===== src/rtl/pool_upsample_2x.sv =====
// ---------------------------------------------------------------------------
// pool_upsample_2x
//   Streaming 2x nearest-neighbour upsampler for 4-bit pixels. A W2 x H2
//   raster input becomes a 2*W2 x 2*H2 raster output: each pixel is sent
//   twice on the even output row, then replayed twice on the odd output row
//   from a one-row line buffer.
//
//   Optional build macro: UPS_PACK_EN
//     defined   : out_data is 8 bits {p,p}, one beat per pixel per output row
//     undefined : out_data is 4 bits, two beats per pixel per output row
//
//   States:
//     S_PASS | even output row, pixels come from the input port
//     S_REPL | odd output row, pixels are replayed from the line buffer
//
// Ports:
//   clk, rst              clock, asynchronous active-high reset
//   in_valid/in_ready     input handshake, in_data = 4-bit pixel
//   out_valid/out_ready   output handshake, out_data = pixel (or packed pair)
//   out_eol               beat is the last of an output row
//   out_eof               beat is the last of the output frame
// ---------------------------------------------------------------------------
module pool_upsample_2x #(
    parameter int W2 = 90,
    parameter int H2 = 90,
    parameter int CW = 7,
    parameter int RW = 7
) (
    input  logic       clk,
    input  logic       rst,
    input  logic       in_valid,
    output logic       in_ready,
    input  logic [3:0] in_data,
    output logic       out_valid,
    input  logic       out_ready,
`ifdef UPS_PACK_EN
    output logic [7:0] out_data,
`else
    output logic [3:0] out_data,
`endif
    output logic       out_eol,
    output logic       out_eof
);

    typedef enum logic {S_PASS = 1'b0, S_REPL = 1'b1} state_t;

    localparam logic [CW-1:0] LAST_COL = CW'(W2 - 1);
    localparam logic [RW-1:0] LAST_ROW = RW'(H2 - 1);

    state_t        r_state;
    logic [CW-1:0] r_col;
    logic [RW-1:0] r_row;
    logic          r_active;
    logic          r_out_valid;
    logic          r_out_eol;
    logic          r_out_eof;
    logic [3:0]    r_linebuf [W2];
`ifdef UPS_PACK_EN
    logic [7:0]    r_out_data;
`else
    logic [3:0]    r_out_data;
    logic          r_rep;
`endif

    logic          w_rep;
    logic          w_hs;
    logic          w_adv;
    logic          w_last_col;
    logic [CW-1:0] w_col_next;
    logic [CW-1:0] w_ld_col;
    logic          w_in_ready;
    logic          w_take;
    logic          w_repl_ld;
    logic          w_ld;
    logic [3:0]    w_ld_data;

`ifdef UPS_PACK_EN
    assign w_rep = 1'b1;
`else
    assign w_rep = r_rep;
`endif

    // w_adv: the output register finishes its current pixel this cycle
    assign w_hs       = r_out_valid && out_ready;
    assign w_adv      = w_hs && w_rep;
    assign w_last_col = (r_col == LAST_COL);
    assign w_col_next = w_last_col ? '0 : r_col + 1'b1;
    // column of the pixel that would be loaded this cycle
    assign w_ld_col   = r_out_valid ? w_col_next : r_col;

    // New pixels are taken whenever the output register is about to be
    // free, except at the end of an even row (the replay row follows).
    // The final replay beat of a row already makes room for the next
    // input pixel so a held input stream runs without output bubbles.
    assign w_in_ready = r_active &&
                        (((r_state == S_PASS) && (!r_out_valid || (w_adv && !w_last_col))) ||
                         ((r_state == S_REPL) && w_adv && w_last_col));
    assign w_take     = in_valid && w_in_ready;
    assign w_repl_ld  = w_adv && ((r_state == S_PASS) ? w_last_col : !w_last_col);
    assign w_ld       = w_take || w_repl_ld;
    assign w_ld_data  = w_take ? in_data : r_linebuf[w_ld_col];

    always_ff @(posedge clk or posedge rst) begin
        if (rst) begin
            r_state     <= S_PASS;
            r_col       <= '0;
            r_row       <= '0;
            r_active    <= 1'b0;
            r_out_valid <= 1'b0;
            r_out_data  <= '0;
            r_out_eol   <= 1'b0;
            r_out_eof   <= 1'b0;
`ifndef UPS_PACK_EN
            r_rep       <= 1'b0;
`endif
        end else begin
            r_active <= 1'b1;
            if (w_adv) begin
                r_col <= w_col_next;
                if (w_last_col) begin
                    if (r_state == S_PASS) begin
                        r_state <= S_REPL;
                    end else begin
                        r_state <= S_PASS;
                        r_row   <= (r_row == LAST_ROW) ? '0 : r_row + 1'b1;
                    end
                end
            end
            if (w_ld) begin
                r_out_valid <= 1'b1;
`ifdef UPS_PACK_EN
                r_out_data  <= {w_ld_data, w_ld_data};
                r_out_eol   <= (w_ld_col == LAST_COL);
                r_out_eof   <= w_repl_ld && (w_ld_col == LAST_COL) && (r_row == LAST_ROW);
`else
                r_out_data  <= w_ld_data;
                r_rep       <= 1'b0;
                r_out_eol   <= 1'b0;
                r_out_eof   <= 1'b0;
`endif
            end else if (w_adv) begin
                r_out_valid <= 1'b0;
            end
`ifndef UPS_PACK_EN
            else if (w_hs && !r_rep) begin
                // second copy of the same pixel; flags mark its row/frame end
                r_rep     <= 1'b1;
                r_out_eol <= w_last_col;
                r_out_eof <= w_last_col && (r_state == S_REPL) && (r_row == LAST_ROW);
            end
`endif
        end
    end

    // line buffer is storage only; its contents need no reset
    always_ff @(posedge clk) begin
        if (w_take) begin
            r_linebuf[w_ld_col] <= in_data;
        end
    end

    assign in_ready  = w_in_ready;
    assign out_valid = r_out_valid;
    assign out_data  = r_out_data;
    assign out_eol   = r_out_eol;
    assign out_eof   = r_out_eof;

endmodule

===== config.mk =====
export PLATFORM = sky130hd
export DESIGN_NAME = pool_upsample_2x
export DESIGN_NICKNAME = d
export VERILOG_FILES = /design/src/rtl/pool_upsample_2x.sv
export SDC_FILE = /design/constraint.sdc
export NUM_CORES = 1
export LEC_CHECK = 0
export ABC_AREA = 1
export BUFFER_PORTS_ARGS = -buffer_cell sky130_fd_sc_hd__buf_2
export CAP_MARGIN = 30
export CELL_PAD_IN_SITES_DETAIL_PLACEMENT = 0
export CELL_PAD_IN_SITES_GLOBAL_PLACEMENT = 1
export CORE_MARGIN = 2
export CORE_UTILIZATION = 45
export DETAILED_ROUTE_END_ITERATION = 7
export GPL_TIMING_DRIVEN = 0
export PLACE_DENSITY = 0.79
export SYNTH_ARGS = -nofsm -noshare
export SYNTH_HDL_FRONTEND = slang
export SYNTH_SLANG_ARGS = --single-unit

===== constraint.sdc =====
create_clock -name clk -period 2.3 [get_ports clk]
set_input_delay 0.115 -clock clk [delete_from_list [all_inputs] [get_ports clk]]
set_output_delay 0.115 -clock clk [all_outputs]
set_load 0.005 [all_outputs]

Yosys cells after proc, flatten, opt, wreduce, memory -nomap -nowiden
Memories as Yosys holds them, arrays and structs flattened. A register that Yosys moved wholly into a read port is not among the register bits.
Index checks and enable logic that the tools add are counted.

word-level totals
  memories kept = 1
  flip-flop bits (word level) = 20
  bits in writable memories = 360
  logic and storage cells = 56

memories
  name       words  bits a word  read ports  clocked after Yosys merged registers in  wr ports  RTL line  text
  r_linebuf  90     4            1           1                                        1         57        logic [3:0] r_linebuf [W2];

operators by class
  reductions and logical operators = 23
  equal/unequal tests = 3
  bitwise gates (word level) = 1
  mux-type cells = 18
  $add $sub $neg = 2

operator list
  operator                                               number
  2-to-1 mux 7 bit                                       3
  2-to-1 mux 1 bit                                       15
  adder 7 x 1 -> 7 bit, second input constant            2
  == test 7 bit, second input constant                   2
  logical AND 1 bit                                      12
  AND reduction 2 bit                                    2
  nonzero test 2 bit                                     2
  zero test 1 bit                                        3
  logical OR 1 bit                                       3
  AND reduction 3 bit                                    1
  inequality test 2 x 1 -> 1 bit, second input constant  1
  NOT 1 bit                                              1

Longest topological paths before layout
  depth after elaboration = 11
  mapped depth = 22

Least setup slack after synthesis
Ideal clock, no wire load.

  path type = register to register
  start point = register r_col[0]
  end point = memory r_linebuf[32][0], enable pin
  setup time = 0.329 ns
  clock period less this slack = 2.484 ns
  cell stages (with the launch flop) = 16
  arrival = 2.155 ns
  path slack = -0.184 ns
  cells stage by stage = dfrtp_1 -> ha_1 -> nand2_1 -> inv_1 -> nand3_2 -> buf_6 -> inv_1 -> nor2_1 -> o21ai_0 -> a21boi_2 -> nand2_1 -> buf_4 -> nor2_4 -> nand2_1 -> buf_6 -> nor2_1

on the way
  longest elaborated chain between the ends = 10
  elaborated cells between the ends (all ways) = 14
  those cells by class = add/sub (1); eq/ne (1); mux (4); reduce/logical (8)

ends and longest elaborated chain
  element                                   RTL line  text
  start, declared                           51        logic [CW-1:0] r_col;
  start signal, assigned                    119       r_col <= w_col_next;
  == test 7 bit *                           86        assign w_last_col = (r_col == LAST_COL);
  zero test 1 bit                           96        (((r_state == S_PASS) && (!r_out_valid || (w_adv && !w_last_col))) ||
  logical AND 1 bit                         96
  logical OR 1 bit                          96
  logical AND 1 bit                         96
  logical OR 1 bit *                        96
  logical AND 1 bit *                       95        assign w_in_ready = r_active &&
  via in_ready                              32        output logic in_ready,
  logical AND 1 bit *                       98        assign w_take = in_valid && w_in_ready;
  2-to-1 mux 1 bit *                        157       if (w_take) begin
  2-to-1 mux 1 bit (not written as such) *  158       r_linebuf[w_ld_col] <= in_data;
  end, declared                             57

Mark *: on every way through the listed nets, which the timed path passes. The rest lies on a longest branch.

Worst setup path in the final report
  start point = register r_col[1]
  end point = memory r_linebuf[10][3], enable pin

on the way
  longest elaborated chain between the ends = 10
  elaborated cells between the ends (all ways) = 14
  those cells by class = add/sub (1); eq/ne (1); mux (4); reduce/logical (8)

ends and longest elaborated chain
  element                                 RTL line
  == test 7 bit                           86
  zero test 1 bit                         96
  logical AND 1 bit                       96
  logical OR 1 bit                        96
  logical AND 1 bit                       96
  logical OR 1 bit                        96
  logical AND 1 bit                       95
  logical AND 1 bit                       98
  2-to-1 mux 1 bit                        157
  2-to-1 mux 1 bit (not written as such)  158

Parallel ways exist; a longest one is shown, timed or not.

==> insert_results.sql <==
INSERT INTO impl_metrics (metric_group, metric, value, unit) VALUES
('floorplan', 'die_y', '196.2', 'um'),
('grt', 'initial_antenna_violation_count', '0', ''),
('worst_setup_path', 'critical_path_buf_inv_count', '8', ''),
('route', 'antenna_left', '0', ''),
('place', 'pre_cts_setup_slack', '-1167', 'ps'),
('clocking', 'cts-buffers-inserted', '41', ''),
('layout', 'diodes', '0', ''),
('yosys', 'yosysSeqAreaShare', '68.65', '%'),
('yosys', 'synthDistinctLibCells', '38', ''),
('worst_setup_path', 'criticalPathCategory', 'flip-flop to flip-flop', ''),
('yosys', 'postSynthAreaPerCell', '10.12', 'um2'),
('power', 'powerDensity', '1466', 'nW/um2'),
('min_path', 'timing.hold.worst.class', 'input pin to flip-flop', ''),
('floorplan', 'ios', '16', ''),
('timing', 'total_negative_setup_slacks', '-148800', 'ps'),
('place', 'post_dp_cell_area', '17860', 'um2'),
('grt', 'grt_max_degree', '65', ''),
('yosys', 'netlist_top_cells_area', 'sky130_fd_sc_hd__edfxtp_1, sky130_fd_sc_hd__nand2_1, sky130_fd_sc_hd__nor2_1, sky130_fd_sc_hd__dfrtp_1, sky130_fd_sc_hd__nand3_1', ''),
('yosys', 'syn-cell-area', '16620', 'um2'),
('route', 'drt-pass1-iter-count', '5', ''),
('timing', 'report.final.setup_viol', '367', ''),
('timing', 'hold_violations', '0', ''),
('outcome', 'failed_checks', 'negative setup slack', ''),
('floorplan', 'design.die.area', '38490', 'um2'),
('yosys', 'netlist.top_cell.by_area', 'sky130_fd_sc_hd__edfxtp_1', ''),
('route', 'route.final.wire_length', '49690', 'um'),
('worst_setup_path', 'slowest_delay', '420', 'ps'),
('floorplan', 'floorplan.initialDensity', '45.51', '%'),
('timing', 'final.period_utilization', '122.3', '%'),
('route', 'drtIter0Drc', '1229', ''),
('clocking', 'worst_setup_hold_path_clk_slew', '60', 'ps'),
('clocking', 'htreeDepth', '2', ''),
('grt', 'wire_length_of_the_first_global_routing_pass', '73670', 'um'),
('yosys', 'synth_edf_count', '360', ''),
('worst_setup_path', 'cp_num_cells', '17', ''),
('worst_setup_path', 'cpMaxStageDelayCell', 'sky130_fd_sc_hd__dfrtp_2', ''),
('worst_setup_path', 'crit_required', '2550', 'ps'),
('place', 'place_congestion', '0.8517', ''),
('timing', 'slew_at_the_pin_closest_to_its_max_slew_limit', '953.5', 'ps'),
('place', 'dpl.hpwl', '29470', 'um'),
('layout', 'multi_input_area', '6195', 'um2'),
('worst_setup_path', 'critical_path.most_common_cell', 'sky130_fd_sc_hd__buf_8', ''),
('yosys', 'yosys-top-cells-count', 'sky130_fd_sc_hd__nand2_1, sky130_fd_sc_hd__edfxtp_1, sky130_fd_sc_hd__nor2_1', ''),
('floorplan', 'die_width', '196.2', 'um'),
('min_path', 'hold_path_depth', '1', ''),
('timing', 'timing.final.ws_setup', '-513.0', 'ps'),
('clocking', 'ctsLongestPathBuffers', '3', ''),
('clocking', 'root_buffer', 'sky130_fd_sc_hd__clkbuf_16', ''),
('outcome', 'run_status', 'complete, but fails checks', ''),
('power', 'ir_drop', '0.0008268', 'V'),
('layout', 'drive_gt1_share', '27.36', '%'),
('layout', 'final_util', '60.16', '%'),
('grt', 'grt_overflow', '0', ''),
('worst_setup_path', 'setup.worst_path.start_class', 'flip-flop', ''),
('yosys', 'synthMostInstantiatedCell', 'sky130_fd_sc_hd__nand2_1', ''),
('layout', 'nets', '1817', ''),
('power', 'power_leakage', '8.616', 'nW'),
('worst_setup_path', 'timing.critical_path.max_delay_family', 'buffers and inverters', ''),
('clocking', 'clock_insertion_delay_worst_skew', '550', 'ps'),
('clocking', 'cts_tree', 'yes', ''),
('timing', 'max_freq', '0.3555', 'GHz'),
('yosys', 'synthDominantCellAreaShare', '65.04', '%'),
('layout', 'fillCellCount', '2856', ''),
('timing', 'unrepaired_setup_endpoints_after_global_routing', 'true', ''),
('route', 'drc', '0', ''),
('job', 'max_cap_violations', '0', ''),
('clocking', 'clock_net_sink_count', '384', ''),
('grt', 'number_of_global_route_vias_before_repair', '12150', ''),
('floorplan', 'core.rowCount', '70', ''),
('timing', 'finalMaxSlewViolations', '0', ''),
('timing', 'whs', '6.852', 'ps');
-- state kept, by name, summed over array words and instances, names as in the netlist --
signal,cells
r_rep,1
r_row,7
out_data,4
r_linebuf,360
r_state,1
out_eol,1
out_eof,1
r_col,7
r_active,1
out_valid,1
-- worst reg2reg max path: cells and delay by family (launching register included) --
family                     cells  cell delay [ps]
buffers and inverters          8              980
AOI/OAI and AO/OA              1              170
DFF                            1              420
adders and majority gates      1              120
and+or+nand+nor                7              820
-- cell type report --
class / count / area share [%]
flip-flops and latches: 384 / 51.95
clock buffers: 45 / 4.738
multi-input cells: 1146 / 28.19
inverters: 42 / 0.9623
repair buffers: 119 / 6.565
clock inverters: 29 / 1.230
plain buffers: 70 / 3.701
well taps: 468 / 2.665
-- path summary, 6_finish.rpt --
kind / startpoint / end
min reg2reg: out_data[1] / out_data[1]
min: in_data[1] / r_linebuf[55][1]
max reg2reg: r_col[1] / r_linebuf[10][3]
min in group asynchronous: rst / r_rep
max in group asynchronous: rst / r_col[1]
max: r_col[1] / r_linebuf[10][3]
-- per-stage QoR --
step	total power, W	cells
2_1_floorplan	0.01545	1643
3_3_place_gp	0.01953	2126
3_5_place_dp	0.01962	2130
4_1_cts	0.03030	2290
5_1_grt	0.03361	2303
6_report	0.03221	2303
-- logic make-up after synthesis --
| family | Yosys count | synth area share, % |
|---|---|---|
| adders and majority gates | 5 | 0.3764 |
| AOI/OAI and AO/OA | 48 | 1.641 |
| other | 1 | 0.02256 |
| buffers and inverters | 113 | 3.335 |
| and+or+nand+nor | 1089 | 25.81 |
| xor gates and xnor gates | 3 | 0.1581 |
| DFF | 384 | 68.65 |
-- placed cells by master, fill, tap and decap left out, drive strengths merged, types with 8 or more instances in the layout --
cell type	instances
a21oi	8
buf	170
clkbuf	60
clkinv	21
dfrtp	24
edfxtp	360
inv	41
nand2	844
nand3	51
nand4	17
nor2	171
o21ai	30
-- report_power, final --
group | internal (W) | switching (W)
sequential | 0.00781 | 0.000111
clock | 0.00383 | 0.00272
combinational | 0.00636 | 0.0114
-- layer usage --
metal  GRT usage, %  routed length [um]  vias to the layer above  part of all wire, %
met5              0                   0                        -                    0
met4          11.67                2211                        0                  4.4
met3          5.329                4281                      150                  8.6
met2          42.45               23350                      533                   47
met1          34.24               19840                     5907                   40
li1               -                   -                     5750                    -
-- timing repair --
action | in CTS | in global routing
pin swaps | 56 | 91
gates cloned | 13 | 0
setup buffers | 70 | 19
endpoints found under the setup margin | 368 | 371
resized for setup | 354 | 102
hold buffers | 4 | 0
hold endpoints to repair | 54 | 0
Power figures use the tool's default switching activity.
